===== config.mk =====
export PLATFORM = sky130hd
export DESIGN_NAME = envelope_shaper
export DESIGN_NICKNAME = d
export VERILOG_FILES = /design/src/rtl/envelope_pkg.sv /design/src/rtl/shift_add_mul.sv /design/src/rtl/envelope_shaper.sv
export SDC_FILE = /design/constraint.sdc
export NUM_CORES = 1
export LEC_CHECK = 0
export CORE_MARGIN = 8
export CORE_UTILIZATION = 62
export DETAILED_ROUTE_END_ITERATION = 8
export PLACE_DENSITY_LB_ADDON = 0.3
export SLEW_MARGIN = 10
export SYNTH_ARGS = -nofsm -noshare
export SYNTH_HDL_FRONTEND = slang
export SYNTH_HIERARCHICAL = 1
export SYNTH_SLANG_ARGS = --single-unit

===== constraint.sdc =====
create_clock -name clk -period 5.5 [get_ports clk]
set_input_delay 1.1 -clock clk [delete_from_list [all_inputs] [get_ports clk]]
set_output_delay 1.1 -clock clk [all_outputs]
set_load 0.01 [all_outputs]

===== src/rtl/envelope_pkg.sv =====
// envelope_pkg: shared types and constants for the per-voice envelope shaper.
//   env_state_t : envelope phase (IDLE / ATTACK / SUSTAIN / RELEASE)
//   ENV_W       : level and sample width
//   MUL_CYCLES  : cycles the shift-add multiplier takes from start to done
//   MIDPOINT    : sample midpoint used by the centered scaling build
package envelope_pkg;

  localparam int ENV_W      = 8;
  localparam int MUL_CYCLES = 8;

  localparam logic [ENV_W-1:0] MIDPOINT = 8'd128;

  typedef enum logic [1:0] {
    ST_IDLE    = 2'd0,
    ST_ATTACK  = 2'd1,
    ST_SUSTAIN = 2'd2,
    ST_RELEASE = 2'd3
  } env_state_t;

endpackage


===== src/rtl/shift_add_mul.sv =====
// shift_add_mul: 8x8 unsigned shift-add multiplier.
//   clk, reset : clock and synchronous active-high reset (aborts a run)
//   start      : one-cycle pulse; a and b are sampled on this edge
//   a, b       : multiplicand and multiplier
//   busy       : high while the remaining partial products are accumulated
//   product    : 16-bit result, held until the next run completes
//   done       : one-cycle pulse, first visible MUL_CYCLES cycles after start
// Bit 0 of b is consumed on the start edge itself, bits 1..7 on the following
// seven edges, so the result lands exactly MUL_CYCLES cycles after start.
module shift_add_mul
  import envelope_pkg::*;
(
  input  logic                 clk,
  input  logic                 reset,
  input  logic                 start,
  input  logic [ENV_W-1:0]     a,
  input  logic [ENV_W-1:0]     b,
  output logic                 busy,
  output logic [2*ENV_W-1:0]   product,
  output logic                 done
);

  localparam int CNT_W = $clog2(MUL_CYCLES);

  logic [2*ENV_W-1:0] mcand_r;
  logic [2*ENV_W-1:0] acc_r;
  logic [2*ENV_W-1:0] product_r;
  logic [ENV_W-1:0]   mplier_r;
  logic [CNT_W-1:0]   cnt_r;
  logic               busy_r;
  logic               done_r;
  logic [2*ENV_W-1:0] partial_s;
  logic [2*ENV_W-1:0] acc_next_s;

  // Partial product for the multiplier bit currently at the LSB
  always_comb begin
    if (mplier_r[0]) begin
      partial_s = mcand_r;
    end else begin
      partial_s = {(2*ENV_W){1'b0}};
    end
    acc_next_s = acc_r + partial_s;
  end

  // Operand capture, per-bit accumulation and completion pulse
  always_ff @(posedge clk) begin
    if (reset) begin
      mcand_r   <= {(2*ENV_W){1'b0}};
      acc_r     <= {(2*ENV_W){1'b0}};
      product_r <= {(2*ENV_W){1'b0}};
      mplier_r  <= {ENV_W{1'b0}};
      cnt_r     <= {CNT_W{1'b0}};
      busy_r    <= 1'b0;
      done_r    <= 1'b0;
    end else if (start) begin
      acc_r    <= b[0] ? {{ENV_W{1'b0}}, a} : {(2*ENV_W){1'b0}};
      mcand_r  <= {{(ENV_W-1){1'b0}}, a, 1'b0};
      mplier_r <= {1'b0, b[ENV_W-1:1]};
      cnt_r    <= CNT_W'(1);
      busy_r   <= 1'b1;
      done_r   <= 1'b0;
    end else if (busy_r) begin
      acc_r    <= acc_next_s;
      mcand_r  <= {mcand_r[2*ENV_W-2:0], 1'b0};
      mplier_r <= {1'b0, mplier_r[ENV_W-1:1]};
      cnt_r    <= cnt_r + CNT_W'(1);
      if (cnt_r == CNT_W'(MUL_CYCLES - 1)) begin
        product_r <= acc_next_s;
        busy_r    <= 1'b0;
        done_r    <= 1'b1;
      end else begin
        done_r    <= 1'b0;
      end
    end else begin
      done_r <= 1'b0;
    end
  end

  assign busy    = busy_r;
  assign product = product_r;
  assign done    = done_r;

endmodule


===== src/rtl/envelope_shaper.sv =====
// envelope_shaper: per-voice attack/release envelope and sample scaler.
//   ATK_STEP / REL_STEP : level change per accepted strobe in ATTACK / RELEASE
//   clk, reset          : clock and synchronous active-high reset
//   key                 : voice gate, 1 = held (sampled only on accepted strobes)
//   sample_now          : sample-rate strobe; ignored while a multiply runs
//   sample_in           : unsigned waveshaper sample
//   sample_out          : scaled sample, held between updates
//   done                : one-cycle pulse when sample_out updates (strobe + 9)
//   active              : 1 whenever the envelope is not IDLE
// Build option: define ENVELOPE_CENTER_EN to scale about the midpoint 128
// instead of about zero (sample_out then resets to 128).
module envelope_shaper
  import envelope_pkg::*;
#(
  parameter int ATK_STEP = 4,
  parameter int REL_STEP = 2
) (
  input  logic             clk,
  input  logic             reset,
  input  logic             key,
  input  logic             sample_now,
  input  logic [ENV_W-1:0] sample_in,
  output logic [ENV_W-1:0] sample_out,
  output logic             done,
  output logic             active
);

  localparam logic [ENV_W:0]   ATK_V = (ENV_W+1)'(ATK_STEP);
  localparam logic [ENV_W-1:0] REL_V = ENV_W'(REL_STEP);
  localparam logic [ENV_W-1:0] LVL_MAX = 8'd255;
`ifdef ENVELOPE_CENTER_EN
  localparam logic [ENV_W-1:0] OUT_RESET = MIDPOINT;
`else
  localparam logic [ENV_W-1:0] OUT_RESET = 8'd0;
`endif

  env_state_t           state_r;
  env_state_t           state_next_s;
  logic [ENV_W-1:0]     level_r;
  logic [ENV_W-1:0]     level_next_s;
  logic [ENV_W:0]       sum_s;
  logic                 busy_r;
  logic                 accept_s;
  logic                 active_r;
  logic [ENV_W-1:0]     sample_out_r;
  logic                 done_r;
  logic [ENV_W-1:0]     mul_a_s;
  logic                 mul_busy_s;
  logic [2*ENV_W-1:0]   mul_product_s;
  logic                 mul_done_s;
  logic [2*ENV_W-1:0]   prod_signed_s;
  logic [ENV_W-1:0]     out_next_s;
  logic [ENV_W-1:0]     prod_lo_unused_s;
`ifdef ENVELOPE_CENTER_EN
  logic [ENV_W:0]       diff_s;
  logic                 neg_r;
`endif

  assign accept_s = sample_now & ~(busy_r | mul_busy_s);

  // Envelope next state and level; only an accepted strobe moves anything
  always_comb begin
    state_next_s = state_r;
    level_next_s = level_r;
    sum_s        = {1'b0, level_r} + ATK_V;
    if (accept_s) begin
      case (state_r)
        ST_IDLE, ST_ATTACK, ST_RELEASE: begin
          if (key) begin
            // ATTACK saturates into SUSTAIN; a retrigger from RELEASE
            // re-enters ATTACK and only clamps the level
            if (sum_s >= {1'b0, LVL_MAX}) begin
              level_next_s = LVL_MAX;
              state_next_s = (state_r == ST_ATTACK) ? ST_SUSTAIN : ST_ATTACK;
            end else begin
              level_next_s = sum_s[ENV_W-1:0];
              state_next_s = ST_ATTACK;
            end
          end else if (level_r <= REL_V) begin
            level_next_s = {ENV_W{1'b0}};
            state_next_s = ST_IDLE;
          end else begin
            level_next_s = level_r - REL_V;
            state_next_s = ST_RELEASE;
          end
        end
        ST_SUSTAIN: begin
          if (key) begin
            level_next_s = LVL_MAX;
            state_next_s = ST_SUSTAIN;
          end else begin
            level_next_s = LVL_MAX - REL_V;
            state_next_s = ST_RELEASE;
          end
        end
        default: begin
          level_next_s = {ENV_W{1'b0}};
          state_next_s = ST_IDLE;
        end
      endcase
    end else begin
      state_next_s = state_r;
      level_next_s = level_r;
    end
  end

  // Envelope state, level and active flag
  always_ff @(posedge clk) begin
    if (reset) begin
      state_r  <= ST_IDLE;
      level_r  <= {ENV_W{1'b0}};
      active_r <= 1'b0;
    end else begin
      state_r  <= state_next_s;
      level_r  <= level_next_s;
      active_r <= (state_next_s != ST_IDLE);
    end
  end

  // Multiplicand: raw sample, or magnitude of its offset from the midpoint
  always_comb begin
`ifdef ENVELOPE_CENTER_EN
    diff_s = {1'b0, sample_in} - {1'b0, MIDPOINT};
    if (diff_s[ENV_W]) begin
      mul_a_s = 8'd0 - diff_s[ENV_W-1:0];
    end else begin
      mul_a_s = diff_s[ENV_W-1:0];
    end
`else
    mul_a_s = sample_in;
`endif
  end

  shift_add_mul u_mul (
    .clk     (clk),
    .reset   (reset),
    .start   (accept_s),
    .a       (mul_a_s),
    .b       (level_next_s),
    .busy    (mul_busy_s),
    .product (mul_product_s),
    .done    (mul_done_s)
  );

  // Strobe lockout from acceptance until the scaled sample is registered
  always_ff @(posedge clk) begin
    if (reset) begin
      busy_r <= 1'b0;
    end else if (accept_s) begin
      busy_r <= 1'b1;
    end else if (mul_done_s) begin
      busy_r <= 1'b0;
    end else begin
      busy_r <= busy_r;
    end
  end

`ifdef ENVELOPE_CENTER_EN
  // Sign of the sample offset, held for the duration of the multiply
  always_ff @(posedge clk) begin
    if (reset) begin
      neg_r <= 1'b0;
    end else if (accept_s) begin
      neg_r <= diff_s[ENV_W];
    end else begin
      neg_r <= neg_r;
    end
  end
`endif

  // Product to output sample; bits [15:8] of the two's-complement product
  // equal the floored arithmetic shift by 8
  always_comb begin
`ifdef ENVELOPE_CENTER_EN
    if (neg_r) begin
      prod_signed_s = 16'd0 - mul_product_s;
    end else begin
      prod_signed_s = mul_product_s;
    end
    out_next_s = prod_signed_s[2*ENV_W-1:ENV_W] + MIDPOINT;
`else
    prod_signed_s = mul_product_s;
    out_next_s    = prod_signed_s[2*ENV_W-1:ENV_W];
`endif
    prod_lo_unused_s = prod_signed_s[ENV_W-1:0];
  end

  // Registered scaled sample and its update strobe
  always_ff @(posedge clk) begin
    if (reset) begin
      sample_out_r <= OUT_RESET;
      done_r       <= 1'b0;
    end else begin
      done_r <= mul_done_s;
      if (mul_done_s) begin
        sample_out_r <= out_next_s;
      end else begin
        sample_out_r <= sample_out_r;
      end
    end
  end

  assign sample_out = sample_out_r;
  assign done       = done_r;
  assign active     = active_r;

endmodule


==> results by group <==
Timing
  • Relative slew margins: 0.472
  • Tmin final: 3.39 ns
  • Final hold violation count: 0
  • Final worst-path cycle share: 0.616
  • Clock Skew: 0.00909 ns
  • WHS: 0.459 ns
  • Setup TNS: 0 ns
  • Max-slew violation count: 0
  • Measured slew at the worst slew-check pin: 0.792 ns
  • Final setup fails: 0
  • Fmax: 295 MHz
  • RSZ-0062 raised after global routing: no

Route
  • Pre-Repair DR Iteration Count: 5
  • Post-Route WL: 9.05 mm
  • Via count: 3593
  • Vias per cell: 6.06
  • Wire length on met3: 445 um
  • DRC errors left: 0
  • DRT iter0 DRCs: 264
  • Length of routed met2 wiring: 4.08 mm
  • Avg WL per Cell: 15.3 um
  • M1 wire length: 4.37 mm
  • Highest metal used: met4
  • Antenna violation net count after detailed routing: 0

Power and ir drop
  • Pwr/cell area: 261 nW/um2
  • Clk pwr share: 0.345
  • Internal Power: 0.863 mW
  • Flop pwr share: 0.470
  • Switching power of the nets: 0.340 mW
  • Comb power frac: 0.185
  • P_leak: 1.76 nW
  • Sw frac: 0.283
  • Total power: 1.20 mW
  • Peak VDD IR: 0.000172 V

Floorplan
  • Initial Utilization: 0.633
  • Die X-Extent: 98.6 um
  • Chip Height: 98.6 um
  • Num ports: 22
  • Core box area: 6680 um2
  • DIE AREA: 9720 um2
  • Site row count: 30

Clocking
  • CTS H-tree depth: 3
  • Clk buf depth: 2
  • Setup bufs post-CTS: 0
  • Worst-skew pair later-pin latency: 0.34 ns
  • Reg clk slew, reported paths: 0.07 ns
  • CTS Buf Count: 9
  • TritonCTS clock tree: built
  • CTS resizes: 0
  • CTS root buffer: clkbuf_8
  • TritonCTS Sinks: 71
  • Hold Buf Count CTS: 0

GRT
  • Total grt overflow: 0
  • First-pass GRT wire length: 15.3 mm
  • Global Route Usage Sum: 0.189
  • Initial antenna violation count: 0
  • Largest net degree at the start of global routing: 50
  • Number of global-route vias before repair: 3413

Synth
  • Post-Syn Area per Cell: 8.31 um2
  • Syn nets: 544
  • Post-synthesis cell count: 509
  • Syn. warnings: 6
  • Cell Area, Synth: 4230 um2

Critical path
  • Worst setup SP type: input port
  • Critical Path Fanout Max: 27
  • Crit Path Class: input port to flop
  • CP required: 5.73 ns
  • Critical Path Sink Type: flop
  • Data arrival, critical path: 3.62 ns
  • R2r setup slk: 2.83 ns

Finish
  • Most frequent cells in the layout: nor2_1 (71), dfxtp_1 (70), a21oi_1 (49), mux2i_1 (36), nand2_1 (33)
  • Most common cell after layout, fill and taps aside: nor2_1
  • Layout cells sized above 1: 0.0858
  • Filler cells: 576
  • Layout area overhead: 8.85%
  • FF+latch area: 1420 um2
  • Inserted Diodes: 0
  • Layout Nets: 544
  • Multi-input logic area: 2590 um2

Place
  • DP Wirelength: 6.37 mm
  • Port Buffers: 21
  • RD Place Congestion: 0.917

Worst hold path
  • Hold Crit Class: flop to flop

Flow run
  • Max-Cap Viols: 0

Status
  • Outcome: completed
[worst paths after layout]
| kind | from | to | depth (start not counted) |
|---|---|---|---|
| min reg2reg | u_mul/product[8] | u_mul/product[8] | 2 |
| max reg2reg | u_mul/mplier_r[0] | u_mul/acc_r[15] | 9 |
| max | sample_now | u_mul/product[14] | 6 |
| min | u_mul/product[8] | u_mul/product[8] | 2 |
[cell type report]
class | count | area share
clock buffers | 12 | 0.0337
clock inverters | 3 | 0.00924
inverters | 16 | 0.0130
multi-input cells | 387 | 0.564
flip-flops and latches | 71 | 0.309
well taps | 80 | 0.0217
repair buffers | 24 | 0.0495
[layer usage]
layer	track usage	up-vias
met3	0.0458	17
met4	0.0850	0
met2	0.299	95
li1	-	1804
met1	0.238	1677
met5	0	-
[critical path, stage by stage]
cell,delay [ns]
clkdlybuf4s50_1,0.45
or3b_1,0.54
inv_1,0.66
or3_1,0.45
nor4b_1,0.11
a211o_1,0.30
[state kept, by name (all words and copies together) (netlist names)]
name,flops
sample_out,8
active,1
u_mul/acc_r,15
done,1
busy_r,1
u_mul/cnt_r,3
level_r,8
u_mul/busy,1
u_mul/product,8
u_mul/done,1
state_r,2
u_mul/mcand_r,15
u_mul/mplier_r,7
[power by group through the flow]
stage | logic [mW] | registers [mW] | clock network (mW)
after floorplan | 0.180 | 0.565 | 0
after global placement | 0.217 | 0.575 | 0
after detailed placement | 0.219 | 0.576 | 0
after CTS | 0.221 | 0.564 | 0.425
after global routing | 0.247 | 0.569 | 0.447
final | 0.222 | 0.565 | 0.415
[stage by stage]
stage / cell area (um2) / util / cells / setup slack (ns)
6_report: 4600 / 0.689 / 593 / 2.11
5_1_grt: 4600 / 0.689 / 593 / 1.96
4_1_cts: 4600 / 0.689 / 593 / 2.14
3_5_place_dp: 4410 / 0.659 / 578 / 1.78
3_3_place_gp: 4410 / 0.659 / 578 / 1.83
2_1_floorplan: 4230 / - / 509 / 2.66
Power figures use the tool's default switching activity.
